**config.mk**
```make
export PLATFORM = sky130hd
export DESIGN_NAME = mlcd_scan_sequencer
export DESIGN_NICKNAME = d
export VERILOG_FILES = /design/src/rtl/mlcd_pkg.sv /design/src/rtl/mlcd_tick_gen.sv /design/src/rtl/mlcd_scan_sequencer.sv
export SDC_FILE = /design/constraint.sdc
export NUM_CORES = 1
export LEC_CHECK = 0
export ABC_AREA = 0
export BUFFER_PORTS_ARGS = -buffer_cell sky130_fd_sc_hd__buf_2
export CAP_MARGIN = 10
export CORE_MARGIN = 8
export CORE_UTILIZATION = 41
export DETAILED_ROUTE_END_ITERATION = 8
export MAX_ROUTING_LAYER = met4
export PLACE_DENSITY_LB_ADDON = 0.25
export SETUP_SLACK_MARGIN = 0.4
export SLEW_MARGIN = 30
export SYNTH_ARGS = -nofsm -noshare
export SYNTH_HDL_FRONTEND = slang
export SYNTH_SLANG_ARGS = --single-unit
```
**constraint.sdc**
```tcl
create_clock -name i_clk -period 1.97 [get_ports i_clk]
set_clock_uncertainty 0.1 [all_clocks]
set_input_delay 0.197 -clock i_clk [delete_from_list [all_inputs] [get_ports i_clk]]
set_output_delay 0.197 -clock i_clk [all_outputs]
set_load 0.02 [all_outputs]
```
**src/rtl/mlcd_pkg.sv**
```systemverilog
// mlcd_pkg: shared state encoding, pixel width and default panel geometry
// for the memory-LCD scan sequencer.
package mlcd_pkg;

    localparam int RGB_W       = 6;
    localparam int H_WORDS_DEF = 240;
    localparam int V_LINES_DEF = 320;

    // Bit replicated across a pixel word to paint white when the FIFO runs dry
    localparam logic FILL_WHITE = 1'b1;

    typedef enum logic [2:0] {
        IDLE = 3'd0,
        INTB = 3'd1,
        GSP  = 3'd2,
        LINE = 3'd3,
        DATA = 3'd4,
        GEN  = 3'd5,
        TAIL = 3'd6
    } state_t;

endpackage

```
**src/rtl/mlcd_tick_gen.sv**
```systemverilog
// mlcd_tick_gen: divide-by-DIV prescaler producing a one-clock timing tick
// (tick is high while the count sits at DIV-1).
module mlcd_tick_gen #(
    parameter int DIV = 4
) (
    input  logic clk,
    input  logic rst_n,
    output logic tick
);

    localparam int            CW       = $clog2(DIV);
    localparam logic [CW-1:0] CNT_LAST = CW'(DIV - 1);
    localparam logic [CW-1:0] CNT_PRE  = CW'(DIV - 2);

    logic [CW-1:0] cnt_r;
    logic          tick_r;

    // Free-running prescaler; tick_r is registered one count early so it lines up with DIV-1
    always_ff @(posedge clk or negedge rst_n) begin
        if (!rst_n) begin
            cnt_r  <= {CW{1'b0}};
            tick_r <= 1'b0;
        end else if (cnt_r == CNT_LAST) begin
            cnt_r  <= {CW{1'b0}};
            tick_r <= 1'b0;
        end else begin
            cnt_r  <= cnt_r + CW'(1);
            tick_r <= (cnt_r == CNT_PRE);
        end
    end

    assign tick = tick_r;

endmodule

```
**src/rtl/mlcd_scan_sequencer.sv**
```systemverilog
// mlcd_scan_sequencer: scans one memory-LCD frame per request, popping pixel
// words from a first-word-fall-through FIFO and sequencing INTB/GSP/GCK/BSP/
// BCK/GEN/RGB. All state and pin changes happen on prescaler ticks.
// Optional build macro MLCD_UNDERRUN_FILL_EN: an empty FIFO during DATA paints
// white instead of stalling and raises the sticky o_underrun flag.
module mlcd_scan_sequencer #(
    parameter int H_WORDS   = mlcd_pkg::H_WORDS_DEF,
    parameter int V_LINES   = mlcd_pkg::V_LINES_DEF,
    parameter int DIV       = 4,
    parameter int GEN_TICKS = 2,
    parameter int RGB_W     = mlcd_pkg::RGB_W
) (
    input  logic             i_clk,
    input  logic             i_reset_n,
    input  logic             i_frame_req,
    input  logic [RGB_W-1:0] i_fifo_rdata,
    input  logic             i_fifo_rempty,
    output logic             o_fifo_rd,
    output logic             o_intb,
    output logic             o_gsp,
    output logic             o_gck,
    output logic             o_gen,
    output logic             o_bsp,
    output logic             o_bck,
    output logic [RGB_W-1:0] o_rgb,
    output logic             o_busy,
    output logic             o_frame_done,
    output logic             o_stall,
    output logic             o_underrun
);

    import mlcd_pkg::*;

    localparam int            WW        = (H_WORDS > 1) ? $clog2(H_WORDS) : 1;
    localparam int            LW        = $clog2(V_LINES + 1);
    localparam int            GW        = (GEN_TICKS > 1) ? $clog2(GEN_TICKS) : 1;
    localparam logic [WW-1:0] WORD_LAST = WW'(H_WORDS - 1);
    localparam logic [LW-1:0] LINE_LAST = LW'(V_LINES);
    localparam logic [GW-1:0] GEN_LAST  = GW'(GEN_TICKS - 1);

`ifdef MLCD_UNDERRUN_FILL_EN
    localparam logic FILL_EN = 1'b1;
`else
    localparam logic FILL_EN = 1'b0;
`endif

    state_t           state_r, state_nxt_s;
    logic             tick_s, start_s, advance_s, word_last_s, gen_last_s;
    logic [WW-1:0]    word_r, word_nxt_s;
    logic [LW-1:0]    line_r, line_nxt_s, line_inc_s;
    logic [GW-1:0]    gcnt_r, gcnt_nxt_s;
    logic             tail_r, tail_nxt_s;
    logic             intb_r, gsp_r, gck_r, gen_r, bsp_r, bck_r;
    logic             intb_nxt_s, gsp_nxt_s, gck_nxt_s, gen_nxt_s, bsp_nxt_s, bck_nxt_s;
    logic [RGB_W-1:0] rgb_r, rgb_nxt_s;

    mlcd_tick_gen #(.DIV(DIV)) u_tick (
        .clk   (i_clk),
        .rst_n (i_reset_n),
        .tick  (tick_s)
    );

    assign start_s     = i_frame_req & ~i_fifo_rempty;
    assign advance_s   = ~i_fifo_rempty | FILL_EN;
    assign word_last_s = (word_r == WORD_LAST);
    assign gen_last_s  = (gcnt_r == GEN_LAST);
    assign line_inc_s  = line_r + LW'(1);

    // State register
    always_ff @(posedge i_clk or negedge i_reset_n) begin
        if (!i_reset_n) begin
            state_r <= IDLE;
        end else begin
            state_r <= state_nxt_s;
        end
    end

    // Next-state decode, evaluated only on tick clocks
    always_comb begin
        state_nxt_s = state_r;
        if (tick_s) begin
            case (state_r)
                IDLE: if (start_s) state_nxt_s = INTB; else state_nxt_s = IDLE;
                INTB: state_nxt_s = GSP;
                GSP:  state_nxt_s = LINE;
                LINE: state_nxt_s = DATA;
                DATA: if (advance_s && word_last_s) state_nxt_s = GEN; else state_nxt_s = DATA;
                GEN: begin
                    if (!gen_last_s)                  state_nxt_s = GEN;
                    else if (line_inc_s == LINE_LAST) state_nxt_s = TAIL;
                    else                              state_nxt_s = LINE;
                end
                TAIL: if (tail_r) state_nxt_s = IDLE; else state_nxt_s = TAIL;
                default: state_nxt_s = IDLE;
            endcase
        end else begin
            state_nxt_s = state_r;
        end
    end

    // Next values of pins and counters; everything holds between ticks and while stalled
    always_comb begin
        intb_nxt_s = intb_r;
        gsp_nxt_s  = gsp_r;
        gck_nxt_s  = gck_r;
        gen_nxt_s  = gen_r;
        bsp_nxt_s  = bsp_r;
        bck_nxt_s  = bck_r;
        rgb_nxt_s  = rgb_r;
        word_nxt_s = word_r;
        line_nxt_s = line_r;
        gcnt_nxt_s = gcnt_r;
        tail_nxt_s = tail_r;
        if (tick_s) begin
            case (state_r)
                IDLE: if (start_s) intb_nxt_s = 1'b1; else intb_nxt_s = intb_r;
                INTB: gsp_nxt_s = 1'b1;
                GSP:  line_nxt_s = {LW{1'b0}};
                LINE: begin
                    gck_nxt_s  = ~gck_r;
                    word_nxt_s = {WW{1'b0}};
                    if (line_r == {LW{1'b0}}) gsp_nxt_s = 1'b0; else gsp_nxt_s = gsp_r;
                end
                DATA: begin
                    if (!i_fifo_rempty) rgb_nxt_s = i_fifo_rdata;
                    else if (FILL_EN)   rgb_nxt_s = {RGB_W{FILL_WHITE}};
                    else                rgb_nxt_s = rgb_r;
                    if (advance_s) begin
                        bsp_nxt_s = (word_r == {WW{1'b0}});
                        if (word_r != {WW{1'b0}}) bck_nxt_s = ~bck_r; else bck_nxt_s = bck_r;
                        if (word_last_s) begin
                            gen_nxt_s  = 1'b1;
                            gcnt_nxt_s = {GW{1'b0}};
                        end else begin
                            word_nxt_s = word_r + WW'(1);
                        end
                    end else begin
                        bsp_nxt_s = bsp_r;
                    end
                end
                GEN: begin
                    bsp_nxt_s = 1'b0;
                    if (gen_last_s) begin
                        gen_nxt_s  = 1'b0;
                        line_nxt_s = line_inc_s;
                        tail_nxt_s = 1'b0;
                    end else begin
                        gcnt_nxt_s = gcnt_r + GW'(1);
                    end
                end
                TAIL: begin
                    if (!tail_r) begin
                        gck_nxt_s  = ~gck_r;
                        tail_nxt_s = 1'b1;
                    end else begin
                        intb_nxt_s = 1'b0;
                        gck_nxt_s  = 1'b0;
                        bck_nxt_s  = 1'b0;
                        tail_nxt_s = 1'b0;
                    end
                end
                default: begin
                    intb_nxt_s = 1'b0;
                    gsp_nxt_s  = 1'b0;
                    gck_nxt_s  = 1'b0;
                    gen_nxt_s  = 1'b0;
                    bsp_nxt_s  = 1'b0;
                    bck_nxt_s  = 1'b0;
                end
            endcase
        end else begin
            rgb_nxt_s = rgb_r;
        end
    end

    // Pin and counter registers
    always_ff @(posedge i_clk or negedge i_reset_n) begin
        if (!i_reset_n) begin
            intb_r <= 1'b0;
            gsp_r  <= 1'b0;
            gck_r  <= 1'b0;
            gen_r  <= 1'b0;
            bsp_r  <= 1'b0;
            bck_r  <= 1'b0;
            rgb_r  <= {RGB_W{1'b0}};
            word_r <= {WW{1'b0}};
            line_r <= {LW{1'b0}};
            gcnt_r <= {GW{1'b0}};
            tail_r <= 1'b0;
        end else begin
            intb_r <= intb_nxt_s;
            gsp_r  <= gsp_nxt_s;
            gck_r  <= gck_nxt_s;
            gen_r  <= gen_nxt_s;
            bsp_r  <= bsp_nxt_s;
            bck_r  <= bck_nxt_s;
            rgb_r  <= rgb_nxt_s;
            word_r <= word_nxt_s;
            line_r <= line_nxt_s;
            gcnt_r <= gcnt_nxt_s;
            tail_r <= tail_nxt_s;
        end
    end

`ifdef MLCD_UNDERRUN_FILL_EN
    logic underrun_r;

    // Sticky underrun: set on every white-filled word, cleared when a new frame starts
    always_ff @(posedge i_clk or negedge i_reset_n) begin
        if (!i_reset_n) begin
            underrun_r <= 1'b0;
        end else if (tick_s && (state_r == IDLE) && start_s) begin
            underrun_r <= 1'b0;
        end else if (tick_s && (state_r == DATA) && i_fifo_rempty) begin
            underrun_r <= 1'b1;
        end else begin
            underrun_r <= underrun_r;
        end
    end

    assign o_underrun = underrun_r;
`else
    assign o_underrun = 1'b0;
`endif

    // Pop and done strobes must land in the tick clock itself (FWFT handshake)
    assign o_fifo_rd    = tick_s & (state_r == DATA) & ~i_fifo_rempty;
    assign o_frame_done = tick_s & (state_r == TAIL) & tail_r;
    assign o_stall      = (state_r == DATA) & i_fifo_rempty & ~FILL_EN;
    assign o_busy       = (state_r != IDLE);

    assign o_intb = intb_r;
    assign o_gsp  = gsp_r;
    assign o_gck  = gck_r;
    assign o_gen  = gen_r;
    assign o_bsp  = bsp_r;
    assign o_bck  = bck_r;
    assign o_rgb  = rgb_r;

endmodule

```
==> flow_metrics.tcl, run 1 <==
set metrics [dict create \
    outcome "finished, final reports clean" \
    totalWireLength_um 5210 \
    clk_latency_ns 0.30 \
    clkTransAtPathRegs_ns 0.08 \
    rsz0062_at_grt "true" \
    pre_cts_ws_ns 0.174 \
    cts_tree "yes" \
    grt_max_degree 23 \
    p_leak_nw 1.20 \
    portBuffers 25 \
    worstPathArrival_ns 1.41 \
    maxSlewViolCount 0 \
    fin_nets 286 \
    ys_seq_area_frac 0.451 \
    io_pins 27 \
    synth_edf_count 0 \
    vias 1897 \
    ys_ff_latch 37 \
    area_delta_synth_final_pct 35.1 \
    vdd_drop_max_v 0.000414 \
    layout-drive-gt1-share 0.373 \
    synth.net_count 238 \
    reg2reg_setup_slack_ns 0.29 \
    hpwl_um 3290 \
    fin_tns_setup_ns 0 \
    fill_cells 404 \
    ctsRootBufferMaster "clkbuf_8" \
    worstHoldEndpoint "o_rgb[4]" \
    yosysUniqueCellTypes 47 \
    synth_top_area_frac 0.451 \
    instances_no_fill 338 \
    rows 25 \
    diodes 0 \
    worstSetupStartpointType "flip-flop" \
    gp_congestion 0.812 \
    avgSynthCellArea_um2 9.24 \
    cap_viol_max_count 0 \
    critPathCaptureType "primary output" \
    grt_pass1_vias 1874 \
    grt_pass1_wl_um 8640 \
    wl_per_cell_um 15.4 \
    hold_viol_final 0 \
    drc 0 \
    setup-violations-final 0 \
    cts_buffers 5 \
    synth_area_leader_cell "dfrtp_1" \
    synth_warnings 0 \
    fmax_mhz 587 \
    path_class "reg -> out" \
    cp_max_fo 4 \
    die_area_mm2 0.00752 \
    timing.hold.ws_ns 0.0251 \
    grt_usage 0.148 \
    drt-initial-drc-count 46 \
    initial_core_util 0.429 \
    drt-pass1-iter-count 4 \
    dp_cells 311 \
    worstPathRequired_ns 1.67 \
    overflow 0 \
    total_power_mw 1.76 \
    die_w_um 86.7 \
    hold_class "in -> reg" \
    clock-sinks 37 \
    ant_nets 0 \
    synth_flop_cell "dfrtp_1" \
    via_per_inst 5.61 \
    fin_ws_ns 0.266 \
    coreArea_mm2 0.00479 \
    r2r-start "state_r[1]" \
    rr_worst_depth 4 \
    ys_async_sr_fraction 1.00 \
    fin_util 0.579 \
    r2r_end "state_r[0]" \
    yosysMostFrequentCell "dfrtp_1" \
    die_y_um 86.7 \
    hold_depth 2 \
    p_per_area_mw_per_mm2 635 \
    place_area_mm2 0.00229 \
    synth_area_leaders "dfrtp_1, o21ai_0, ha_1" \
    cts_max_level 2 \
    antenna_found_initial 0 \
    ctsLongestPathBuffers 2 \
    syn-instance-count 222 \
    finalCriticalPeriod_ns 1.70 \
    design_area_mm2 0.00277 \
    netlist_area_mm2 0.00205 \
    min_from "i_fifo_rdata[4]" \
    synthTopCellsByCount "dfrtp_1, o21ai_0, nand2_1, nor2_1, a21oi_1" \
    layout_worst_path_cycle_share 0.865 \
]
==> final cells by class <==
class	instances	area (um^2)	share of cell area
multi-input cells	160	1160	0.420
flip-flops and latches	37	932	0.336
repair buffers	55	435	0.157
well taps	67	83.8	0.0302
clock buffers	5	68.8	0.0248
clock inverters	3	46.3	0.0167
inverters	11	41.3	0.0149
==> worst max-delay path, cell delays in order (launching register included) <==
cell and delay [ns]:
dfrtp_2 0.45, buf_6 0.15, or3_4 0.37, buf_6 0.14
==> kinds of logic after synthesis <==
family	after synthesis	synth area share
buffers and inverters	25	0.0524
flip-flops	37	0.451
other	1	0.00183
AND/OR/NAND/NOR	79	0.214
multiplexers	6	0.0329
adder cells (fa/ha/maj)	6	0.0366
AO/OA/AOI/OAI	68	0.211
==> where the power goes <==
group	internal (mW)	switching (mW)	total (mW)
clock network	0.379	0.304	0.683
registers	0.805	0.0488	0.854
logic	0.102	0.121	0.223
total	1.29	0.474	1.76
==> sequential cells by signal, summed over array words and instances (netlist names) <==
register      count
gcnt_r            1
line_r            9
o_bck             1
o_bsp             1
o_gck             1
o_gen             1
o_gsp             1
o_intb            1
o_rgb             6
state_r           3
tail_r            1
u_tick.cnt_r      2
u_tick.tick       1
word_r            8
==> layout by cell type (no fill, tap or decap), types with 5 or more instances in the layout <==
cell type / synthesis / final
nand4_1: 8 / 8
dfrtp_2: 0 / 5
buf_2: 5 / 21
clkbuf_8: 0 / 5
o21ai_1: 1 / 7
nand2_1: 14 / 12
nand3_1: 9 / 7
dfrtp_1: 37 / 32
buf_6: 0 / 14
buf_4: 2 / 17
inv_1: 11 / 11
ha_1: 6 / 5
a21oi_1: 13 / 13
o21ai_0: 26 / 17
mux2_4: 0 / 6
a31oi_1: 5 / 5
nor2_1: 14 / 12
o31ai_1: 6 / 6
==> worst max-delay path by stage <==
stage	start	endpoint	slack [ns]	depth (start not counted)
global route	state_r[1]	o_stall	0.23	4
floorplan	state_r[2]	o_rgb[0]	0.37	5
global placement	state_r[1]	state_r[0]	0.20	4
CTS	state_r[1]	o_stall	0.27	4
finish	state_r[0]	o_busy	0.27	3
detailed placement	state_r[1]	state_r[0]	0.17	4
==> repair_timing <==
item,CTS,global route
pin swaps,8,7
gates resized for setup,57,12
endpoints found under the hold margin,15,0
buffers inserted,17,1
cloned,0,0
hold buffers,1,0
endpoints found under the setup margin,32,32
==> routing by layer <==
metal,part of all wire,global-route usage,vias to the layer above
li1,-,-,910
met1,0.43,0.162,939
met2,0.50,0.245,39
met3,0.045,0.0444,9
met4,0.018,0.0642,0
met5,0,-,-
Power figures use the tool's default switching activity.
==> run 2: changes to the inputs <==
CORE_ASPECT_RATIO = 1.5   (was default)
==> run 2 against run 1 <==
Net effect: clock power is 13% lower; maximum frequency is 2.0% lower; worst hold slack better by 0.019 ns; design area is 3.4% higher; global-route usage is 0.91 points higher; register-to-register slack worse by 0.04 ns; combinational power is 9% higher; sequential share of layout area is 1.1 points lower; sequential cell count stayed put; highest routed layer unchanged.
==> flow_metrics.tcl, run 2 (synthesized netlist as in run 1, its figures left out) <==
set metrics [dict create \
    total_power_mw 1.70 \
    grt_usage 0.157 \
    cap_viol_max_count 0 \
    ctsLongestPathBuffers 2 \
    io_pins 27 \
    drt-initial-drc-count 93 \
    hpwl_um 3480 \
    fill_cells 444 \
    drc 0 \
    die_area_mm2 0.00757 \
    path_common_cell "buf_6" \
    cts_max_level 2 \
    drt-pass1-iter-count 4 \
    fmax_mhz 575 \
    p_sw_mw 0.463 \
    overflow 0 \
    via_per_inst 5.63 \
    fin_nets 301 \
    vias 1982 \
    antenna_found_initial 0 \
    fin_tns_setup_ns 0 \
    die_y_um 103 \
    rows 31 \
    pre_cts_ws_ns 0.138 \
    combPwrFrac 0.143 \
    die_w_um 73.8 \
    regArea_um2 932 \
    pwr-share-clk 0.350 \
    cp_max_fo 8 \
    setup-violations-final 0 \
    hold_viol_final 0 \
    multi_input_area_mm2 0.00118 \
    path_cells "buf_6 > or3_4 > buf_6" \
    rsz0062_at_grt "true" \
    gp_congestion 0.834 \
    fin_util 0.596 \
    layout_worst_path_cycle_share 0.883 \
    largest_reg_flops 9 \
    layout_commonest_cell "buf_4" \
    p_leak_nw 1.27 \
    sw_frac_of_total 0.273 \
    grt_pass1_vias 1938 \
    grt_pass1_wl_um 9120 \
    cts_buffers 5 \
    portBuffers 25 \
    layout-drive-gt1-share 0.420 \
    totalWireLength_um 5810 \
    finalCriticalPeriod_ns 1.74 \
    worstSetupStartpointType "flip-flop" \
    instances_no_fill 352 \
    outcome "finished, final reports clean" \
    cts_tree "yes" \
    fin_ws_ns 0.231 \
    grt_max_degree 38 \
    top_register "line_r" \
    path_class "reg -> out" \
    diodes 0 \
    ant_nets 0 \
    dp_cells 310 \
    hold_class "in -> reg" \
    area_delta_synth_final_pct 39.6 \
    maxSlewViolCount 0 \
    critPathSlowestCell "dfrtp_2" \
    crit_family "flip-flops" \
    worst-path-buf-inv 2 \
    slowest_delay_ns 0.49 \
    ctsRootBufferMaster "clkbuf_8" \
    internal_power_mw 1.23 \
    critPathCaptureType "primary output" \
    worstPathArrival_ns 1.44 \
    p_per_area_mw_per_mm2 592 \
    clock-sinks 37 \
    seqPwrFrac 0.507 \
    coreArea_mm2 0.00481 \
    initial_core_util 0.427 \
    mostFrequentLayoutCells "buf_4, dfrtp_1, buf_2" \
    clk_latency_ns 0.29 \
    clkTransAtPathRegs_ns 0.08 \
    vdd_drop_max_v 0.000385 \
    wl_per_cell_um 16.5 \
    worstPathRequired_ns 1.67 \
]
run 2: changes by cell type in the layout (fill, tap and decap cells not counted), sizes merged:
cell | previous run | this run
buf | 54 | 69
clkbuf | 5 | 7
bufinv | 1 | 0
clkinvlp | 1 | 0
run 2: power groups by stage:
stage	clock network (mW)	logic, mW	registers (mW)
2_1_floorplan	0	0.0906	0.888
3_3_place_gp	0	0.197	0.865
4_1_cts	0.609	0.217	0.856
3_5_place_dp	0	0.199	0.867
5_1_grt	0.642	0.265	0.867
6_report	0.594	0.242	0.860
run 2: metrics by stage:
stage / hold WS (ns) / area (um^2)
global route: 0.0293 / 2870
global placement: 0.173 / 2280
floorplan: -0.199 / 2070
CTS: 0.0341 / 2710
detailed placement: 0.179 / 2280
finish: 0.0439 / 2870
run 2: worst paths after layout:
check                                     start              end  slack, ns  depth (start not counted)
max in group asynchronous             i_reset_n       state_r[0]       1.02                          3
worst min register to register  u_tick.cnt_r[0]  u_tick.cnt_r[0]       0.36                          1
worst max-delay path                 state_r[1]           o_busy       0.23                          3
worst max register to register      u_tick.tick         o_rgb[4]       0.25                          6
worst min-delay path            i_fifo_rdata[0]         o_rgb[0]       0.04                          2
min in group asynchronous             i_reset_n        word_r[6]       0.38                          3
run 2: area by class of cell:
type,count,area share
Clock buffer,7,0.0336
Timing Repair Buffer,70,0.183
Multi-Input combinational cell,160,0.413
Tap cell,66,0.0288
Clock inverter,1,0.00175
Sequential cell,37,0.325
Inverter,11,0.0144
run 2: timing repair:
| item | CTS | global route |
|---|---|---|
| endpoints found under the setup margin | 28 | 32 |
| cloned | 1 | 0 |
| setup buffers | 24 | 8 |
| gates resized for setup | 41 | 27 |
| hold buffers | 1 | 0 |
| pin swaps | 8 | 9 |
| hold endpoints to repair | 37 | 0 |
run 2: worst reg2reg max path, delay by kind of cell, from the launching register on:
| family | cells | cell delay [ns] |
|---|---|---|
| DFF | 1 | 0.41 |
| and+or+nand+nor | 2 | 0.48 |
| muxes | 1 | 0.29 |
| buffers and inverters | 3 | 0.33 |
run 2: layer usage:
metal,wire length (um),up-vias,global-route usage
met3,174,11,0.0302
met2,3230,33,0.297
met5,0,-,-
met4,119,0,0.0572
met1,2290,1002,0.153
li1,-,936,-
==> run 3: changes to the inputs <==
clock period = 1.9 ns   (was 1.97 ns; I/O delays follow)
==> run 3 against run 2 <==
Net effect: first-iteration DRC count up 14%; register-to-register slack worse by 0.06 ns; critical path depth up 5; largest power group unchanged; critical endpoint is now line_r[4]; worst hold slack worse by 0.022 ns; via count up 1.4%; highest routed layer unchanged.
==> flow_metrics.tcl, run 3 (synthesized netlist as in run 1, its figures left out) <==
set metrics [dict create \
    worstSetupStartpointType "flip-flop" \
    clock-sinks 37 \
    via_per_inst 5.61 \
    critPathCaptureType "flip-flop" \
    maxSlewViolCount 0 \
    fin_nets 307 \
    wl_per_cell_um 17.2 \
    endpoint "line_r[4]" \
    reg2reg_setup_slack_ns 0.19 \
    vdd_drop_max_v 0.000397 \
    gp_congestion 0.798 \
    clkTransAtPathRegs_ns 0.08 \
    drc 0 \
    ctsRootBufferMaster "clkbuf_8" \
    hold_class "in -> reg" \
    fmax_mhz 585 \
    hold_viol_final 0 \
    drt-initial-drc-count 106 \
    dp_cells 314 \
    die_y_um 103 \
    rsz0062_at_grt "true" \
    cap_viol_max_count 0 \
    die_w_um 73.8 \
    fin_tns_setup_ns 0 \
    p_per_area_mw_per_mm2 605 \
    grt_pass1_vias 1929 \
    drt-pass1-iter-count 4 \
    top_register "line_r" \
    cp_max_fo 10 \
    finalCriticalPeriod_ns 1.71 \
    outcome "finished, final reports clean" \
    path_class "reg -> reg" \
    cts_buffers 5 \
    hpwl_um 3640 \
    r2r_end "line_r[4]" \
    antenna_found_initial 0 \
    area_delta_synth_final_pct 51.6 \
    diodes 0 \
    worstPathRequired_ns 1.98 \
    worstPathArrival_ns 1.79 \
    fill_cells 401 \
    setup-violations-final 0 \
    layout-drive-gt1-share 0.476 \
    layout_commonest_cell "dfrtp_1" \
    io_pins 27 \
    grt_pass1_wl_um 9190 \
    die_area_mm2 0.00757 \
    rows 31 \
    totalWireLength_um 6140 \
    pre_cts_ws_ns 0.172 \
    ant_nets 0 \
    clk_latency_ns 0.30 \
    instances_no_fill 358 \
    rr_worst_depth 8 \
    r2r-start "u_tick.tick" \
    cts_max_level 2 \
    p_leak_nw 1.33 \
    initial_core_util 0.427 \
    grt_max_degree 38 \
    coreArea_mm2 0.00481 \
    fin_ws_ns 0.191 \
    cts_tree "yes" \
    overflow 0 \
    largest_reg_flops 9 \
    portBuffers 25 \
    ctsLongestPathBuffers 2 \
    layout_worst_path_cycle_share 0.900 \
    grt_usage 0.159 \
    mostFrequentLayoutCells "dfrtp_1, buf_4, buf_2" \
    vias 2009 \
    cp-startpoint "u_tick.tick" \
]
[run 3: cell types whose count changed in the layout (fill, tap and decap cells not counted), sizes merged]
cell,change
buf,+6
clkbuf,-2
clkinvlp,+1
bufinv,+1
[run 3: metal layers]
layer | up-vias | track usage | wire length (um) | part of all wire
met4 | 0 | 0.0541 | 190 | 0.031
met2 | 55 | 0.295 | 3330 | 0.54
li1 | 951 | - | - | -
met1 | 984 | 0.161 | 2380 | 0.39
met3 | 19 | 0.0292 | 237 | 0.039
met5 | - | - | 0 | 0
[run 3: cell type report]
class	count	area (um^2)	share of cell area
clock inverters	3	46.3	0.0149
repair buffers	76	661	0.212
well taps	66	82.6	0.0265
clock buffers	5	68.8	0.0221
inverters	11	43.8	0.0141
multi-input cells	160	1280	0.410
flip-flops and latches	37	933	0.300
[run 3: repair_timing]
item                                    CTS  global route
endpoints found under the setup margin   32            33
resized for setup                        45            43
buffers inserted                         18            15
pin swaps                                10            13
cloned                                    1             1
hold buffers                              1             0
endpoints found under the hold margin    37             0
[run 3: stage by stage]
| step | utilization | hold WS (ns) | total power [mW] | area, um^2 |
|---|---|---|---|---|
| after floorplan | - | -0.206 | 1.02 | 2110 |
| after global placement | 0.488 | 0.165 | 1.10 | 2350 |
| after detailed placement | 0.488 | 0.170 | 1.11 | 2350 |
| after CTS | 0.585 | 0.0171 | 1.83 | 2810 |
| after global routing | 0.647 | 0.0244 | 1.96 | 3110 |
| final | 0.647 | 0.0219 | 1.88 | 3110 |
[run 3: how the worst min path moves through the flow]
stage | startpoint | end | depth (start not counted)
after floorplan | i_reset_n | gcnt_r | 0
after global placement | i_reset_n | word_r[0] | 2
after detailed placement | i_reset_n | word_r[0] | 2
after CTS | i_fifo_rdata[1] | o_rgb[1] | 2
after global routing | i_fifo_rdata[0] | o_rgb[0] | 2
final | i_fifo_rdata[5] | o_rgb[5] | 2
[run 3: where the power goes]
part | switching [mW] | internal (mW)
clock | 0.311 | 0.393
sequential | 0.0561 | 0.835
combinational | 0.151 | 0.139
total | 0.518 | 1.37
[run 3: worst max-delay path: stages (launching register included)]
cell     delay, ns
dfrtp_2       0.41
buf_6         0.14
buf_8         0.13
nand2_1       0.08
o32a_1        0.25
buf_4         0.16
buf_6         0.12
o21ai_2       0.12
o21ai_1       0.07
